--- src/rtl/btn_pkg.sv ---
// Shared defaults and width helpers for the push-button front end.
package btn_pkg;

    localparam int N_BTN_DEF      = 4;
    localparam int DEB_CYCLES_DEF = 4;
    localparam int CNT_W_DEF      = 4;
    localparam int LED_W_DEF      = 4;

    function automatic int sel_width(input int n);
        return (n <= 1) ? 1 : $clog2(n);
    endfunction

    // Debounce counter must hold values up to DEB_CYCLES-1.
    function automatic int deb_cnt_width(input int d);
        return (d < 1) ? 1 : $clog2(d + 1);
    endfunction

endpackage

--- src/rtl/btn_debounce.sv ---
// One button channel: two-flop synchroniser, stable-level debouncer and a
// registered one-cycle press strobe; accept is the same-edge press condition.
module btn_debounce
    import btn_pkg::*;
#(
    parameter int DEB_CYCLES = DEB_CYCLES_DEF
) (
    input  logic clk,
    input  logic reset,
    input  logic btn,
    output logic level,
    output logic press,
    output logic accept
);

    localparam int DCW = deb_cnt_width(DEB_CYCLES);
    localparam logic [DCW-1:0] LAST = DCW'(DEB_CYCLES - 1);

    logic           s1_reg;
    logic           s2_reg;
    logic           stable_reg;
    logic           stable_next;
    logic           press_reg;
    logic [DCW-1:0] cnt_reg;
    logic [DCW-1:0] cnt_next;

    always_comb begin
        stable_next = stable_reg;
        cnt_next    = '0;
        accept      = 1'b0;
        if (s2_reg != stable_reg) begin
            if (cnt_reg == LAST) begin
                stable_next = s2_reg;
                accept      = s2_reg;
            end else begin
                cnt_next = cnt_reg + DCW'(1);
            end
        end
    end

    always_ff @(posedge clk) begin
        if (reset) begin
            s1_reg     <= 1'b0;
            s2_reg     <= 1'b0;
            stable_reg <= 1'b0;
            cnt_reg    <= '0;
            press_reg  <= 1'b0;
        end else begin
            s1_reg     <= btn;
            s2_reg     <= s1_reg;
            stable_reg <= stable_next;
            cnt_reg    <= cnt_next;
            press_reg  <= accept;
        end
    end

    assign level = stable_reg;
    assign press = press_reg;

endmodule

--- src/rtl/btn_press_counter.sv ---
// Multi-channel debounced press counter with LED view of a selected channel.
// Optional build macro BTN_SAT_EN: counters saturate instead of wrapping.
module btn_press_counter
    import btn_pkg::*;
#(
    parameter int N_BTN      = N_BTN_DEF,
    parameter int DEB_CYCLES = DEB_CYCLES_DEF,
    parameter int CNT_W      = CNT_W_DEF,
    parameter int LED_W      = LED_W_DEF,
    parameter int SEL_W      = sel_width(N_BTN)
) (
    input  logic             clk,
    input  logic             reset,
    input  logic [N_BTN-1:0] BTN,
    input  logic [N_BTN-1:0] clr,
    input  logic [SEL_W-1:0] sel,
    output logic [N_BTN-1:0] debounced,
    output logic [N_BTN-1:0] press_pulse,
    output logic [LED_W-1:0] LEDS
);

    logic [CNT_W-1:0] count [N_BTN];
    logic [N_BTN-1:0] accept;

    generate
        for (genvar gi = 0; gi < N_BTN; gi++) begin : g_chan
            logic [CNT_W-1:0] count_reg;

            btn_debounce #(
                .DEB_CYCLES(DEB_CYCLES)
            ) u_deb (
                .clk   (clk),
                .reset (reset),
                .btn   (BTN[gi]),
                .level (debounced[gi]),
                .press (press_pulse[gi]),
                .accept(accept[gi])
            );

            // Clear wins over a press landing on the same edge.
            always_ff @(posedge clk) begin
                if (reset) begin
                    count_reg <= '0;
                end else if (clr[gi]) begin
                    count_reg <= '0;
                end else if (accept[gi]) begin
`ifdef BTN_SAT_EN
                    if (count_reg != {CNT_W{1'b1}}) begin
                        count_reg <= count_reg + CNT_W'(1);
                    end
`else
                    count_reg <= count_reg + CNT_W'(1);
`endif
                end
            end

            assign count[gi] = count_reg;
        end
    endgenerate

    // Out-of-range selects fall through to zero.
    always_comb begin
        LEDS = '0;
        for (int i = 0; i < N_BTN; i++) begin
            if (sel == SEL_W'(i)) begin
                LEDS = count[i][LED_W-1:0];
            end
        end
    end

endmodule
--- config.mk ---
export PLATFORM = sky130hd
export DESIGN_NAME = btn_press_counter
export DESIGN_NICKNAME = d
export VERILOG_FILES = /design/src/rtl/btn_pkg.sv /design/src/rtl/btn_debounce.sv /design/src/rtl/btn_press_counter.sv
export SDC_FILE = /design/constraint.sdc
export NUM_CORES = 1
export LEC_CHECK = 0
export BUFFER_PORTS_ARGS = -buffer_cell sky130_fd_sc_hd__buf_4
export CAP_MARGIN = 10
export CORE_AREA = 2 2 76 78
export DETAILED_ROUTE_END_ITERATION = 8
export DIE_AREA = 0 0 78 80
export PLACE_DENSITY = 0.57
export SLEW_MARGIN = 5
export SYNTH_ARGS = -nofsm -noshare
export SYNTH_HDL_FRONTEND = slang
export SYNTH_SLANG_ARGS = --single-unit
--- constraint.sdc ---
create_clock -name clk -period 1.45 [get_ports clk]
set_clock_uncertainty 0.1 [all_clocks]
set_input_delay 0.2175 -clock clk [delete_from_list [all_inputs] [get_ports clk]]
set_output_delay 0.2175 -clock clk [all_outputs]
set_load 0.02 [all_outputs]
==> metrics.md <==
| Metric | Value |
|---|---|
| Nets | between 200 and 250 |
| Worst hold path type | primary input to flip-flop |
| Initial antenna violation count | 0 |
| DRC violations left | 0 |
| Worst Min Path Start | BTN[1] |
| Drt total wl | 3280 um |
| Worst Path Required | 1130 ps |
| Core area | 0.00541 mm2 |
| First-pass GRT wire length | between 5000 and 6000 um |
| Design area | ~0.0025 mm2 |
| IO buf count | 23 |
| Syn Nets | about 190 |
| Kind of critical path | flip-flop to primary output |
| Final period util | 1.10 |
| Place WS | -38.0 ps |
| CTS buffer count | 5 |
| Largest net degree at the start of global routing | 20 |
| Period minus WS final | about 1600 ps |
| Area Growth Syn to Fin | 35.5% |
| Gate Count Post-Synth | roughly 170 |
| Htree depth | 2 |
| Cell Area, Synth | between 0.0015 and 0.002 mm2 |
| Final Wtd Congestion | slightly above 0.7 |
| Fillers | 534 |
| Failing checks | setup timing |
| Initial Util | 0.339 |
| Final setup violation count | 4 |
| Fin worst setup slack | -140 ps |
| Fin util | 0.459 |
| DP Wirelength | around 2300 um |
| Vias | around 1300 |
| Clk buf depth | 2 |
| CTS tree | yes |
| Antenna Nets Post-Route | 0 |
| FF-to-FF Start | g_chan[1].u_deb.cnt_reg[0] |
| Final hold violations | 0 |
| Outcome | finished with violations |
| Worst slew pin tran | ~230 ps |
| Gr usage total | 0.116 |
| Critical path origin | g_chan[0].count_reg[0] |
| MaxCap Viol Count | 0 |
| Die ar. | 0.00624 mm2 |
| Max FFs per register | 16 |
| Via density | around 4.5 |
| Rows | 27 |
| Clock root buffer | clkbuf_8 |
| CP arrival | roughly 1300 ps |
| Remaining global-route overflow | 0 |
| DR iter-0 viols | roughly 40 |
| Post-Place Cell Area | 0.00212 mm2 |
| I/O pin cnt | 24 |
| Crit end category | primary output |
| Seq/Total Area, Yosys | 0.481 |
| Power Dens Cells | ~850 mW/mm2 |
| Worst slew margin | 0.847 |
| Routed len/inst | roughly 12 um |
| Clk pin slew, worst setup/hold paths | approximately 80 ps |
| Clock Latency Late Sink | approximately 290 ps |
| Syn Area/Cell | ~11 um2 |
| Sinks on Clock Net | 44 |
| Fmax achieved | around 630 MHz |
| Max VDD drop | 0.440 mV |
| Yosys warns | 0 |
| Crit start category | flip-flop |
| Layout cell share with drive strength beyond 1 | 0.443 |
| Synthesized flop and latch total | 44 |
| Crit-path max FO | 2 |
| DR pass1 iterations | 2 |
| RSZ-0062 raised after global routing | yes |
| Vias in the first global route | 1204 |
| Post-synthesis cell type count | 18 |
| Diode count | 0 |
| Slew Limit Fails | 0 |
| Die W | around 78 um |
| Leakage | 1.10 nW |
| DIE HEIGHT | around 80 um |
==> synth_stat cells <==
master    count  area share
nand3b_4      4       0.044
mux4_2        4       0.049
dfxtp_1      44        0.48
ha_1         12       0.082
a211oi_1      4       0.016
nor3_1       12       0.033
nand4b_1      4       0.019
xor2_1        8       0.038
clkbuf_1      4      0.0082
buf_4         8       0.033
inv_1         8       0.016
o21ai_0       4       0.011
xnor2_1       4       0.019
nand3_1       4       0.011
nor2b_1       8       0.027
nor2_1       20       0.041
or3_1         8       0.027
mux2i_1       8       0.044
==> placed cells by master (no fill, tap or decap), drive strengths merged <==
cell / instances
nor2: 20
nand4b: 4
buf: 44
a211oi: 4
inv: 8
xnor2: 4
nand3: 4
nor3: 12
mux4: 4
xor2: 8
o21ai: 4
or3: 8
mux2i: 8
clkbuf: 8
nand3b: 4
nor2b: 8
dfxtp: 44
ha: 12
dlygate4sd3: 4
==> through the flow <==
stage | cells | setup TNS [ps] | power, W | hold WS, ps
floorplan | 168 | 0 | 0.00129 | 190
detailed placement | 256 | -52.3 | 0.00134 | 317
global placement | 256 | 0 | 0.00133 | 308
finish | 284 | -519 | 0.00211 | 28.4
CTS | 278 | -593 | 0.00214 | 2.75
global route | 284 | -692 | 0.00220 | 33.7
==> per-layer routing <==
metal | track usage | part of all wire
met1 | 0.139 | 0.48
met5 | 0 | 0
met3 | 0.0373 | 0.037
met2 | 0.185 | 0.46
met4 | 0.0632 | 0.023
==> final timing paths <==
path	cells after the start	endpoint	slack [ps]
worst min register to register	1	g_chan[0].u_deb.cnt_reg[0]	330
worst max-delay path	2	LEDS[0]	-140
worst max register to register	5	g_chan[1].count_reg[3]	30
worst min-delay path	2	g_chan[1].u_deb.s1_reg	30
==> critical path, cell delays in order, from the launching register on <==
cell	delay [ps]
dfxtp_4	350
mux4_2	470
buf_6	150
==> kinds of logic after synthesis <==
family,Yosys count,synth area share
AOI/OAI and AO/OA,8,0.0273
xor gates and xnor gates,12,0.0574
adders and majority gates,12,0.0820
buffers and inverters,20,0.0574
DFF,44,0.481
muxes,12,0.0929
and+or+nand+nor,60,0.202
==> report_power, final <==
group	internal [W]	total (W)	switching, W
registers	0.00122	0.00123	0.0000113
logic	0.0000465	0.0000867	0.0000402
clock network	0.000389	0.000790	0.000401
total	0.00165	0.00211	0.000453
==> timing repair <==
item / 4_1_cts / 5_1_grt
endpoints found under the hold margin: 7 / 1
setup buffers: 11 / 5
resized for setup: 24 / 17
endpoints found under the setup margin: 8 / 8
pin swaps: 7 / 6
hold buffers: 3 / 1
==> layout make-up <==
class	instances	area (um2)	share of cell area
inverters	8	30.0	0.0121
well taps	72	90.1	0.0363
clock buffers	8	90.1	0.0363
multi-input cells	104	971	0.391
flip-flops and latches	44	915	0.369
repair buffers	48	385	0.155
(Power assumes the default switching activity.)
